### config.mk
export PLATFORM = sky130hd
export DESIGN_NAME = sb_drain_unit
export DESIGN_NICKNAME = d
export VERILOG_FILES = /design/src/rtl/sb_drain_unit.sv
export SDC_FILE = /design/constraint.sdc
export NUM_CORES = 1
export LEC_CHECK = 0
export CAP_MARGIN = 5
export CORE_AREA = 4 4 116 118
export DETAILED_ROUTE_END_ITERATION = 10
export DIE_AREA = 0 0 120 122
export GPL_TIMING_DRIVEN = 0
export PLACE_DENSITY_LB_ADDON = 0.08
export RECOVER_POWER = 50
export SLEW_MARGIN = 20
export SYNTH_ARGS = -nofsm -noshare
export SYNTH_HDL_FRONTEND = slang
export SYNTH_SLANG_ARGS = --single-unit
### constraint.sdc
create_clock -name clk -period 2.3 [get_ports clk]
set_input_delay 0.575 -clock clk [delete_from_list [all_inputs] [get_ports clk]]
set_output_delay 0.575 -clock clk [all_outputs]
set_load 0.005 [all_outputs]
### src/rtl/sb_drain_unit.sv
// rtl/sb_drain_unit.sv - drains committed store buffer entries to the memory write port
module sb_drain_unit #(
    parameter int ADDR_W = 32,
    parameter int DATA_W = 32,
    parameter int CNT_W  = 16
) (
    input  logic                clk,
    input  logic                rst_n,
    input  logic                flush_i,
    input  logic                sb_valid_i,
    output logic                sb_ready_o,
    input  logic [ADDR_W-1:0]   sb_addr_i,
    input  logic [DATA_W-1:0]   sb_data_i,
    input  logic [DATA_W/8-1:0] sb_strb_i,
    output logic                wr_valid_o,
    input  logic                wr_ready_i,
    output logic [ADDR_W-1:0]   wr_addr_o,
    output logic [DATA_W-1:0]   wr_data_o,
    output logic [DATA_W/8-1:0] wr_strb_o,
    input  logic                wr_resp_valid_i,
    input  logic                wr_resp_err_i,
    output logic                idle_o,
    output logic                err_o,
    output logic [ADDR_W-1:0]   err_addr_o,
    output logic [CNT_W-1:0]    drained_cnt_o
);
    localparam int STRB_W = DATA_W / 8;

    typedef enum logic [1:0] {S_IDLE, S_REQ, S_WAIT} state_t;

    state_t              state_q, state_d;
    logic                wr_valid_q, wr_valid_d;
    logic [ADDR_W-1:0]   wr_addr_q, wr_addr_d;
    logic [DATA_W-1:0]   wr_data_q, wr_data_d;
    logic [STRB_W-1:0]   wr_strb_q, wr_strb_d;
    logic                drop_q, drop_d;
    logic                err_q, err_d;
    logic [ADDR_W-1:0]   err_addr_q, err_addr_d;
    logic [CNT_W-1:0]    cnt_q, cnt_d;
    logic                pop;

    always_comb begin
        state_d    = state_q;
        wr_valid_d = wr_valid_q;
        wr_addr_d  = wr_addr_q;
        wr_data_d  = wr_data_q;
        wr_strb_d  = wr_strb_q;
        drop_d     = drop_q;
        err_d      = err_q;
        err_addr_d = err_addr_q;
        cnt_d      = cnt_q;
        pop        = 1'b0;
        case (state_q)
            S_IDLE: begin
                if (sb_valid_i && !flush_i) begin
                    if (sb_strb_i != '0) begin
                        wr_addr_d  = sb_addr_i;
                        wr_data_d  = sb_data_i;
                        wr_strb_d  = sb_strb_i;
                        wr_valid_d = 1'b1;
                        state_d    = S_REQ;
                    end else begin
                        pop = 1'b1;
                    end
                end
            end
            S_REQ: begin
                if (flush_i) drop_d = 1'b1;
                if (wr_ready_i) begin
                    wr_valid_d = 1'b0;
                    state_d    = S_WAIT;
                end
            end
            S_WAIT: begin
                if (flush_i) drop_d = 1'b1;
                if (wr_resp_valid_i) begin
                    // A flushed entry is gone from the store buffer; consume the response only.
                    pop = !drop_q && !flush_i;
                    if (wr_resp_err_i) begin
                        err_d = 1'b1;
                        if (!err_q) err_addr_d = wr_addr_q;
                    end
                    drop_d  = 1'b0;
                    state_d = S_IDLE;
                end
            end
            default: state_d = S_IDLE;
        endcase
        if (pop) cnt_d = cnt_q + 1'b1;
    end

    always_ff @(posedge clk) begin
        if (!rst_n) begin
            state_q    <= S_IDLE;
            wr_valid_q <= 1'b0;
            wr_addr_q  <= '0;
            wr_data_q  <= '0;
            wr_strb_q  <= '0;
            drop_q     <= 1'b0;
            err_q      <= 1'b0;
            err_addr_q <= '0;
            cnt_q      <= '0;
        end else begin
            state_q    <= state_d;
            wr_valid_q <= wr_valid_d;
            wr_addr_q  <= wr_addr_d;
            wr_data_q  <= wr_data_d;
            wr_strb_q  <= wr_strb_d;
            drop_q     <= drop_d;
            err_q      <= err_d;
            err_addr_q <= err_addr_d;
            cnt_q      <= cnt_d;
        end
    end

    // A response with no outstanding request indicates a broken bus agent.
    always @(posedge clk) begin
        if (rst_n && state_q != S_WAIT) assert (!wr_resp_valid_i);
    end

    assign sb_ready_o    = pop;
    assign wr_valid_o    = wr_valid_q;
    assign wr_addr_o     = wr_addr_q;
    assign wr_data_o     = wr_data_q;
    assign wr_strb_o     = wr_strb_q;
    assign idle_o        = (state_q == S_IDLE) && !drop_q;
    assign err_o         = err_q;
    assign err_addr_o    = err_addr_q;
    assign drained_cnt_o = cnt_q;
endmodule

After elaboration in Yosys (flattened, before gate mapping)

Index checks and enable logic that the tools add are counted.

Bits of input ports: 75
Register bits after elaboration: 121
Output and inout bits: 120
Logic and storage cells: 47

Add/subtract/negate cells: 1
Reduce and logical (&&, ||, !) cells: 14
Equal/unequal tests: 6
Mux-type cells: 16
Bitwise operators: 1

Operators with widths:

| kind                                                             | count |
|---|---|
| 16-bit by 1-bit adder with 16-bit output (second input constant) | 1 |
| 4-bit AND reduction                                              | 3 |
| 1-bit two-way mux                                                | 8 |
| 2-bit two-way mux                                                | 4 |
| 2-bit inequality test (second input constant)                    | 4 |
| 1-bit one-hot mux with 2 select lines                            | 3 |
| 2-bit one-hot mux with 3 select lines                            | 1 |
| 3-bit AND reduction                                              | 2 |
| 2-bit nonzero test                                               | 2 |
| 4-bit nonzero test                                               | 1 |
| 1-bit logical AND                                                | 3 |
| 2-bit by 1-bit == test with 1-bit output (second input constant) | 1 |
| 2-bit == test (second input constant)                            | 1 |
| 1-bit logical NOT                                                | 2 |
| 2-bit logical NOT                                                | 1 |
| 1-bit inverter                                                   | 1 |

Longest topological paths before layout

Gate-level depths: netlist (run 1).

Word-level depth: 4
Gate-level depth with buffers: 9
Depth with buffers taken out: 7

Least setup slack after synthesis (run 1)

Ideal clock, no wire load.

Kind: in2reg
Start point: input port sb_strb_i[3]
End point: register cnt_q[14], in the netlist drained_cnt_o[14]
Cell stages on the path: 5
Setup time: 0.070 ns
Path buffers: 1
Data required time: 2.230 ns
Path slack: 0.156 ns
Data arrival time: 2.074 ns
Cells stage by stage: or4_4 > o32a_2 > buf_6 > or4_1 > a21oi_1

Cells in the longest elaborated chain, start to end: 4

Ends and longest elaborated chain:

| what                                  | RTL line | text |
|---|---|---|
| start, declared                       | 14       | `input logic [DATA_W/8-1:0] sb_strb_i,` |
| 4-bit nonzero test                    | 56       | `if (sb_strb_i != '0) begin` |
| 1-bit two-way mux                     | 56       |  |
| 1-bit two-way mux                     | 55       | `if (sb_valid_i && !flush_i) begin` |
| 1-bit one-hot mux with 2 select lines | 53       | `case (state_q)` |
| end signal, assigned                  | 112      | `cnt_q <= cnt_d;` |
| end, declared                         | 39       | `logic [CNT_W-1:0] cnt_q, cnt_d;` |

No other way between the ends.
A chain may end at the register's enable or synchronous reset.

Final worst setup path (run 1)

Start point: input port sb_strb_i[0]
End point: output port sb_ready_o

Cells in the longest elaborated chain, start to end: 4

Ends and longest elaborated chain:

| what                                  | RTL line | text |
|---|---|---|
| 4-bit nonzero test                    | 56       |  |
| 1-bit two-way mux                     | 56       |  |
| 1-bit two-way mux                     | 55       |  |
| 1-bit one-hot mux with 2 select lines | 53       |  |
| end, declared                         | 11       | `output logic sb_ready_o,` |

No other way between the ends.

==> impl_results.md, run 1 <==
* Status: finished, violations left
* Failing checks: negative setup slack
* Placed Cells at 929
* Total power at 6240 uW
* CTS tree: done
* Vias in the first global route at 4580
* Placement Cell Area at 6640 sq um
* Die area at 14600 sq um
* DP Wirelength at 10400 microns
* Worst-Skew Late Latency at 0.41 ns
* Least-Margin Pin Slew at 0.548 ns
* Yosys top cell area share at 53.9%
* Final Non-Filler Cells at 963
* Fin. max-slew vios at 0
* Clock-pin slew on the worst setup and hold paths at 0.05 ns
* Iter 0 DRT Violations at 211
* VDD IR-drop max at 454 uV
* Worst-path cell chain: clkdlybuf4s15_2, or4_4, o32a_4, inv_4, buf_6
* Area Overhead vs Synth at 63.5%
* Die Y at 122 microns
* Synth cell count leaders: 213 x nand2_1, 121 x dfxtp_1, 114 x a21oi_1
* Synth area leader: dfxtp_1
* EDFF count, synth at 0
* Antenna Cells at 0
* Hold-fix buffers, CTS at 0
* Gr usage total at 19.7%
* Min cycle time layout at 2.30 ns
* Mapped Cells at 564
* Worst Path Buf+Inv at 3
* DRT Pass-1 Iters at 5
* Final hold slack at 0.451 ns
* Leak pwr at 0.00251 uW
* Clock Path Buffers at 2
* Gp weighted congestion at 0.815
* Synth cell types at 30
* # IOs at 195
* Number of antenna violations at the first check in global routing at 0
* Syn Area/Cell at 7.96 sq um
* Num CTS Buffers at 17
* FILL cells at 1162
* Vias post-DR at 4620
* Clk root buf: clkbuf_16
* Worst EP required at 1.73 ns
* Design Area, Final at 7340 sq um
* Dpl ws at -0.923 ns
* Largest net degree at the start of global routing at 17
* Sequential share of the synthesized area at 53.9%
* Final #Nets at 858
* Vias per cell at 4.80
* RSZ-0062 raised after global routing: yes
* Setup Crit Path Kind: input pin to output pin
* Max stage delay on crit path at 0.54 ns
* Die X at 120 microns
* Final WS setup at -0.000187 ns
* Max Cap Viol at 0
* Syn_nets at 644
* Yosys Warn Count at 0
* Final setup fails at 1
* Mapped Area at 4490 sq um
* Area contributors post-synth: dfxtp_1 54%, nand2_1 18%, a21oi_1 13%
* Period utilization at 100%
* Slowest stage cell, crit path: or4_4
* Sink Count at 121
* PortBufs at 193
* Routed WL at 14300 microns
* Initial Utilization at 36.0%
* Worst min path class: flop to flop
* Slew HR at 63.5%
* Top FF cell, synth: dfxtp_1
* Share of async-settable or async-resettable flops after synthesis at 0%
* Yosys reg bits at 121
* # DRC at 0
* Most frequent cell after synthesis: nand2_1
* CP endpoint kind: output pin
* Critical Path AT at 1.73 ns
* First-pass GRT wire length at 22900 microns
* Setup Skew at 0.00395 ns
* Antenna Nets Post-Route at 0
* Total congestion overflow at 0
* Core area at 12500 sq um
* Crit-path max FO at 3
* CTS HTree Levels at 4
* F_max at 435 MHz
* Routed length per instance at 14.8 microns
* Cell Pwr Density at 850 nW/um^2
* Num rows at 41
* Crit-path leading delay family: simple AND/OR/NAND/NOR gates
* Layout cells sized above 1 at 6.70%
* Hold Fails Final Rpt at 0
* CP Launch Type: input pin
-- final timing paths --
| check | startpoint | end | cells after the start | slack (ns) |
|---|---|---|---|---|
| setup reg to reg | state_q[0] | drained_cnt_o[9] | 8 | 0.16 |
| hold / removal | wr_data_o[24] | wr_data_o[24] | 2 | 0.45 |
| setup / recovery | sb_strb_i[0] | sb_ready_o | 5 | -0.0002 |
| hold reg to reg | wr_data_o[24] | wr_data_o[24] | 2 | 0.45 |
-- flip-flops by register name, indices dropped and copies added, names as in the netlist --
register / flops
err_addr_o: 32
wr_addr_o: 32
wr_data_o: 32
drained_cnt_o: 16
wr_strb_o: 4
state_q: 2
drop_q: 1
err_o: 1
wr_valid_o: 1
-- worst reg2reg max path, delay by kind of cell (launching register included) --
kind,cells,cell delay [ns]
AOI/OAI and AO/OA,2,0.50
and+or+nand+nor,2,0.58
buffers and inverters,3,0.45
adders and majority gates,1,0.23
DFF,1,0.33
-- power breakdown --
part           total [uW]  internal (uW)  switching [uW]
Combinational        1020            540             477
Sequential           2350           2240             103
Clock                2870           1940             933
-- repair_timing --
| item | in CTS | in global routing |
|---|---|---|
| resized for setup | 23 | 4 |
| buffers inserted | 4 | 0 |
| pin swaps | 3 | 0 |
| endpoints found under the setup margin | 47 | 13 |
-- final cells by class --
| class | instances | area (sq um) | share of cell area, % |
|---|---|---|---|
| flip-flops and latches | 121 | 2420 | 33.0 |
| clock inverters | 13 | 200 | 2.73 |
| multi-input cells | 397 | 1920 | 26.2 |
| well taps | 172 | 215 | 2.93 |
| plain buffers | 36 | 140 | 1.91 |
| repair buffers | 197 | 1970 | 26.8 |
| clock buffers | 19 | 443 | 6.03 |
| inverters | 8 | 32.5 | 0.443 |
-- layout by cell type (no fill, tap or decap), drive strengths merged, types with 5 or more instances in the layout --
master         instances
inv                    8
ha                     5
clkbuf                52
mux2i                  5
bufinv                 5
nand3                  5
or4                   11
a21oi                114
clkdlybuf4s50        187
o31ai                  9
nand2                213
dfxtp                121
o21ai                  5
nor2                   5
buf                    8
-- per-layer routing --
layer	vias to the layer above	wire [microns]	GRT usage, %	share of wire [%]
met5	-	0	0	0
met2	155	6910	33.0	48
li1	2298	-	-	-
met1	2134	5750	22.4	40
met3	33	1220	7.85	8.6
met4	0	378	8.45	2.7
-- cell families after synthesis --
group | share of synthesized area [%]
simple gates | 23.5
xor+xnor | 0.195
mux | 1.11
fa+ha+maj | 1.39
flops | 53.9
compound gates | 15.8
buf+inv | 4.09
-- through the flow --
stage	utilization, %	setup TNS (ns)
floorplan	-	0
CTS	58.8	-0.0166
detailed placement	53.3	-37.82
global route	58.9	-0.0199
global placement	53.3	-37.51
finish	58.9	-0.000187
No activity file was read; power rests on OpenSTA's default activity.
==> run 2, diff against run 1 <==
--- a/config.mk
+++ b/config.mk
@@ -16,3 +16,4 @@
 export SYNTH_ARGS = -nofsm -noshare
 export SYNTH_HDL_FRONTEND = slang
 export SYNTH_SLANG_ARGS = --single-unit
+export TNS_END_PERCENT = 5
==> run 2 against run 1 <==
- the flow now finishes without violations
- worst hold slack about the same
- first-iteration DRC count rose by 9.5%
- register-to-register slack barely moved
- clock skew grew 0.0010 ns
- final area shrank 0.14%
- worst setup slack better by 0.0063 ns
- die area unchanged
- sequential cell count did not move
- non-clock buffer count fell by 1
- count of clock-buffer cells in the layout did not move
- clock power hardly changed
- sequential share of layout area about the same
- largest cell class unchanged
- largest power group unchanged
==> impl_results.md, run 2 (synthesis gave the netlist of run 1 again) <==
* Antenna Nets Post-Route at 0 (unchanged)
* Max stage delay on crit path at 0.54 ns (about the same)
* Layout cells sized above 1 at 6.58% (-0.12 points)
* CTS HTree Levels at 4 (unchanged)
* Worst min path class: flop to flop
* Crit-path max FO at 3 (unchanged)
* Die Y at 122 microns (unchanged)
* DRT Pass-1 Iters at 4 (-1)
* Routed length per instance at 14.8 microns (-0.27%)
* Placed Cells at 929 (unchanged)
* Cell Pwr Density at 848 nW/um^2 (-0.16%)
* Fin. max-slew vios at 0 (unchanged)
* Period utilization at 99.7% (-0.28 points)
* Min cycle time layout at 2.29 ns (-0.00633 ns)
* Most frequent cells in the layout: 213 x nand2_1, 188 x clkdlybuf4s50_1, 121 x dfxtp_1, 114 x a21oi_1, 33 x clkbuf_1
* Total congestion overflow at 0 (unchanged)
* Slew HR at 62.8% (-0.72 points)
* Area Overhead vs Synth at 63.2%
* Worst-Skew Late Latency at 0.41 ns (about the same)
* Largest net degree at the start of global routing at 17 (unchanged)
* Sw Ratio at 24.1% (-0.12 points)
* # IOs at 195 (unchanged)
* Power share of the clock group at 46.1% (about the same)
* Clock-pin slew on the worst setup and hold paths at 0.05 ns (about the same)
* Worst Path Buf+Inv at 3 (unchanged)
* Leading cell type in the layout, fill and taps excluded: nand2_1
* Vias in the first global route at 4568 (-0.26%)
* Status: finished clean
* Max Cap Viol at 0 (unchanged)
* Die area at 14600 sq um (unchanged)
* Initial Utilization at 36.0% (unchanged)
* Clk root buf: clkbuf_16
* Final #Nets at 857 (-0.12%)
* Crit-path leading delay family: simple AND/OR/NAND/NOR gates
* Worst-path cell chain: clkdlybuf4s15_2, or4_4, o32a_4, inv_4, buf_6
* Multi-input logic area at 1920 sq um (unchanged)
* Total power at 6220 uW (-0.29%)
* FILL cells at 1160 (-0.17%)
* Clock Path Buffers at 2 (unchanged)
* Final setup fails at 0 (-1)
* Setup Crit Path Kind: input pin to output pin
* Vias per cell at 4.77 (-0.48%)
* Gp weighted congestion at 0.815 (unchanged)
* RSZ-0062 raised after global routing: yes
* DP Wirelength at 10400 microns (unchanged)
* Final Non-Filler Cells at 962 (-0.10%)
* F_max at 436 MHz (+0.28%)
* Sequential share of power at 37.7% (about the same)
* Critical Path AT at 1.72 ns (about the same)
* Leak pwr at 0.00250 uW (-0.41%)
* Core area at 12500 sq um (unchanged)
* Slowest stage cell, crit path: or4_4
* CTS tree: done
* CP Launch Type: input pin
* Least-Margin Pin Slew at 0.559 ns (+0.0108 ns)
* Combinational power share at 16.1% (-0.2 points)
* Internal cell power at 4720 uW (-0.14%)
* Worst EP required at 1.73 ns (about the same)
* Area occupied by registers at 2420 sq um (unchanged)
* CP endpoint kind: output pin
* Hold Fails Final Rpt at 0 (unchanged)
* Num CTS Buffers at 17 (unchanged)
* Iter 0 DRT Violations at 231 (+9.5%)
* Antenna Cells at 0 (unchanged)
* Die X at 120 microns (unchanged)
* Vias post-DR at 4593 (-0.58%)
* Routed WL at 14200 microns (-0.37%)
* Setup Skew at 0.00498 ns (+0.00103 ns)
* Number of antenna violations at the first check in global routing at 0 (unchanged)
* VDD IR-drop max at 453 uV (-0.20%)
* # DRC at 0 (unchanged)
* First-pass GRT wire length at 22900 microns (-0.21%)
* Num rows at 41 (unchanged)
* Gr usage total at 19.7% (-0.059 points)
* PortBufs at 193 (unchanged)
* Sink Count at 121 (unchanged)
* Switch Pwr at 1500 uW (-0.77%)
[run 2: cell types whose count changed in the layout (fill, tap and decap cells not counted), sizes merged]
cell / delta
buf: -1
dlymetal6s2s: -1
clkdlybuf4s50: +1
[run 2: power by group through the flow]
stage          clock, uW  combinational (uW)  sequential, uW
3_5_place_dp           0                 970            2380
3_3_place_gp           0                 957            2380
6_report            2870                1000            2350
4_1_cts             2920                1000            2350
2_1_floorplan          0                 406            2380
5_1_grt             3010                1110            2370
[run 2: layout make-up]
class	instances	area share, %
multi-input combinational	397	26.2
tap	172	2.94
timing repair buffer	196	26.7
clock inverter	13	2.73
clock buffer	19	6.04
inverter	8	0.444
sequential	121	33.0
buffer	36	1.91
[run 2: worst min-delay path: cells and delay by family (launching register included)]
family	cells	cell delay [ns]
AOI/OAI and AO/OA	1	0.05
DFF	1	0.30
and+or+nand+nor	1	0.05
[run 2: worst paths after layout]
| kind | slack, ns | to | from | cells after the start |
|---|---|---|---|---|
| setup / recovery | 0.006 | sb_ready_o | sb_strb_i[0] | 5 |
| setup reg to reg | 0.15 | drained_cnt_o[9] | state_q[0] | 8 |
| hold reg to reg | 0.45 | wr_data_o[24] | wr_data_o[24] | 2 |
| hold / removal | 0.45 | wr_data_o[24] | wr_data_o[24] | 2 |
[run 2: per-stage QoR]
stage	setup TNS [ns]	hold slack (ns)	worst slack, ns	cell area [sq um]	util [%]
after floorplan	0	0.451	0.156	4490	-
after detailed placement	-37.82	0.446	-0.923	6640	53.3
after global placement	-37.51	0.441	-0.943	6640	53.3
after CTS	-0.0287	0.453	-0.0287	7320	58.7
after global routing	-0.0198	0.473	-0.0198	7330	58.8
final	0	0.451	0.00614	7330	58.8
[run 2: routing by layer]
| layer | global-route usage [%] | vias to the layer above | part of all wire, % |
|---|---|---|---|
| li1 | - | 2296 | - |
| met4 | 8.52 | 0 | 2.6 |
| met5 | 0 | - | 0 |
| met2 | 32.7 | 138 | 48 |
| met3 | 7.75 | 28 | 8.0 |
| met1 | 22.5 | 2131 | 41 |
[run 2: what timing repair did]
item / CTS / global route
resized for setup: 22 / 4
hold buffers: 0 / 0
buffers inserted: 3 / 0
hold endpoints to repair: 0 / 0
endpoints found under the setup margin: 47 / 13
pin swaps: 2 / 0
==> run 3, diff against run 2 <==
--- a/config.mk
+++ b/config.mk
@@ -6,9 +6,9 @@
 export NUM_CORES = 1
 export LEC_CHECK = 0
 export CAP_MARGIN = 5
-export CORE_AREA = 4 4 116 118
+export CORE_AREA = 4 4 109 111
 export DETAILED_ROUTE_END_ITERATION = 10
-export DIE_AREA = 0 0 120 122
+export DIE_AREA = 0 0 113 115
 export GPL_TIMING_DRIVEN = 0
 export PLACE_DENSITY_LB_ADDON = 0.08
 export RECOVER_POWER = 50
==> run 3 against run 2 <==
- sequential power hardly changed
- non-clock buffer count is 10 higher
- worst hold slack worse by 0.12 ns
- fmax is 2.3% higher
- first-iteration DRC count is 0.43% higher
- combinational power is 5% higher
- core utilization is 8.7 points higher
- cell count is 2.2% lower
- critical path depth stayed put
- via count is 0.91% higher
- global-route usage is 1.2 points higher
- critical endpoint unchanged
- largest power group unchanged
==> impl_results.md, run 3 (synthesis gave the netlist of run 1 again) <==
* Status: finished clean
* PortBufs at 193 (unchanged)
* Least-Margin Pin Slew at 0.554 ns (-0.00450 ns)
* First-pass GRT wire length at 21900 microns (-4.3%)
* Slew HR at 63.1% (+0.30 points)
* Period utilization at 97.5% (-2.2 points)
* Final hold slack at 0.329 ns (-0.122 ns)
* Sink Count at 121 (unchanged)
* Layout cells sized above 1 at 7.63% (+1.0 points)
* CP endpoint kind: output pin
* DP Wirelength at 10300 microns (-1.7%)
* Most frequent cells in the layout: 212 x nand2_1, 185 x clkdlybuf4s50_1, 119 x dfxtp_1, 114 x a21oi_1, 37 x clkbuf_1
* Vias in the first global route at 4496 (-1.6%)
* Routed length per instance at 15.0 microns (+1.6%)
* Initial Utilization at 41.6% (+5.6 points)
* Iter 0 DRT Violations at 232 (+0.43%)
* CP Launch Type: input pin
* Die X at 113 microns (-5.8%)
* VDD IR-drop max at 428 uV (-5.6%)
* Num CTS Buffers at 17 (unchanged)
* CTS HTree Levels at 4 (unchanged)
* Core area at 10800 sq um (-13%)
* # DRC at 0 (unchanged)
* Gp weighted congestion at 0.830 (+1.9%)
* Antenna Nets Post-Route at 0 (unchanged)
* Design Area, Final at 7290 sq um (-0.56%)
* Total congestion overflow at 0 (unchanged)
* Clock-pin slew on the worst setup and hold paths at 0.05 ns (about the same)
* Routed WL at 14100 microns (-0.57%)
* FILL cells at 902 (-22%)
* Cell Pwr Density at 817 nW/um^2 (-3.7%)
* Leak pwr at 0.00253 uW (+1.4%)
* Number of antenna violations at the first check in global routing at 1 (+1)
* Area occupied by registers at 2430 sq um (+0.31%)
* Worst-Skew Late Latency at 0.51 ns (+0.10 ns)
* Num rows at 38 (-7.3%)
* Vias post-DR at 4635 (+0.91%)
* Worst min path class: input pin to flop
* F_max at 446 MHz (+2.3%)
* DRT Pass-1 Iters at 7 (+3)
* RSZ-0062 raised after global routing: no
* Critical Path AT at 1.67 ns (-0.05 ns)
* Setup Skew at 0.0139 ns (+0.00894 ns)
* Vias per cell at 4.93 (+3.2%)
* Clk root buf: clkbuf_8
* Leading cell type in the layout, fill and taps excluded: nand2_1
* Clock Path Buffers at 2 (unchanged)
* Placement Cell Area at 6600 sq um (-0.60%)
* FF-to-FF setup slack at 0.11 ns (-0.04 ns)
* Gr usage total at 20.9% (+1.2 points)
* Setup Crit Path Kind: input pin to output pin
* Worst EP required at 1.73 ns (about the same)
* Hold Fails Final Rpt at 0 (unchanged)
* Die area at 13000 sq um (-11%)
* Area Overhead vs Synth at 62.3%
* Hold-fix buffers, CTS at 0 (unchanged)
* Fin. max-slew vios at 0 (unchanged)
* CTS tree: done
* Final #Nets at 867 (+1.2%)
* Largest net degree at the start of global routing at 17 (unchanged)
* Min cycle time layout at 2.24 ns (-0.0506 ns)
* Max Cap Viol at 0 (unchanged)
* # IOs at 195 (unchanged)
* Multi-input logic area at 1930 sq um (+0.26%)
* Crit-path max FO at 3 (unchanged)
* Die Y at 115 microns (-5.7%)
* Final setup fails at 0 (unchanged)
## run 3: cell types whose count changed in the layout (fill, tap and decap cells not counted), sizes merged
cell           change
clkinvlp           -3
bufinv             -2
dlygate4sd2        +1
clkdlybuf4s50      -3
buf                +9
diode              +1
clkinv             +1
dlymetal6s2s       +2
clkbuf             +8
clkdlybuf4s15      -3
## run 3: where the power goes
group | leakage, uW | total [uW] | internal (uW) | switching (uW)
registers | 0.000983 | 2350 | 2250 | 102
clock network | 0.000280 | 2550 | 1670 | 886
logic | 0.00127 | 1050 | 565 | 488
total | 0.00253 | 5960 | 4480 | 1480
## run 3: timing repair
action / in CTS / in global routing
buffers inserted: 5 / 7
pin swaps: 2 / 3
resized for setup: 17 / 21
endpoints found under the setup margin: 15 / 19
## run 3: layout make-up
type | instances | share of cell area, %
tap | 140 | 2.40
inverter | 8 | 0.515
timing repair buffer | 205 | 27.5
sequential | 121 | 33.3
multi-input combinational | 397 | 26.4
buffer | 37 | 1.99
clock buffer | 23 | 6.13
clock inverter | 9 | 1.68
antenna | 1 | 0.0343
## run 3: stage by stage
stage                     power, uW  worst slack [ns]  TNS (ns)  util (%)  cells
after detailed placement       3350            -0.937    -37.63      61.1    897
final                          5960            0.0567         0      67.6    941
after CTS                      5920           -0.0943   -0.0943      66.8    933
after global routing           6220           0.00751         0      67.6    941
after floorplan                2790             0.156         0         -    564
after global placement         3330            -0.927    -35.48      61.1    897
## run 3: final timing paths
check                start          endpoint  cells past startpoint
min           sb_strb_i[2]      wr_strb_o[2]                      3
max reg2reg     state_q[0]  drained_cnt_o[9]                      9
min reg2reg  err_addr_o[7]     err_addr_o[7]                      2
max           sb_strb_i[3]        sb_ready_o                      5
## run 3: routing by layer
| metal | track usage [%] | up-vias | part of all wire (%) |
|---|---|---|---|
| li1 | - | 2319 | - |
| met1 | 23.6 | 2145 | 40 |
| met2 | 36.5 | 154 | 51 |
| met3 | 7.63 | 17 | 7.9 |
| met4 | 7.61 | 0 | 1.3 |
| met5 | 0 | - | 0 |
## run 3: worst max-delay path: stages
cell and delay [ns]:
dlygate4sd2_1 0.27, or4_4 0.44, o32a_4 0.23, inv_4 0.06, buf_2 0.10
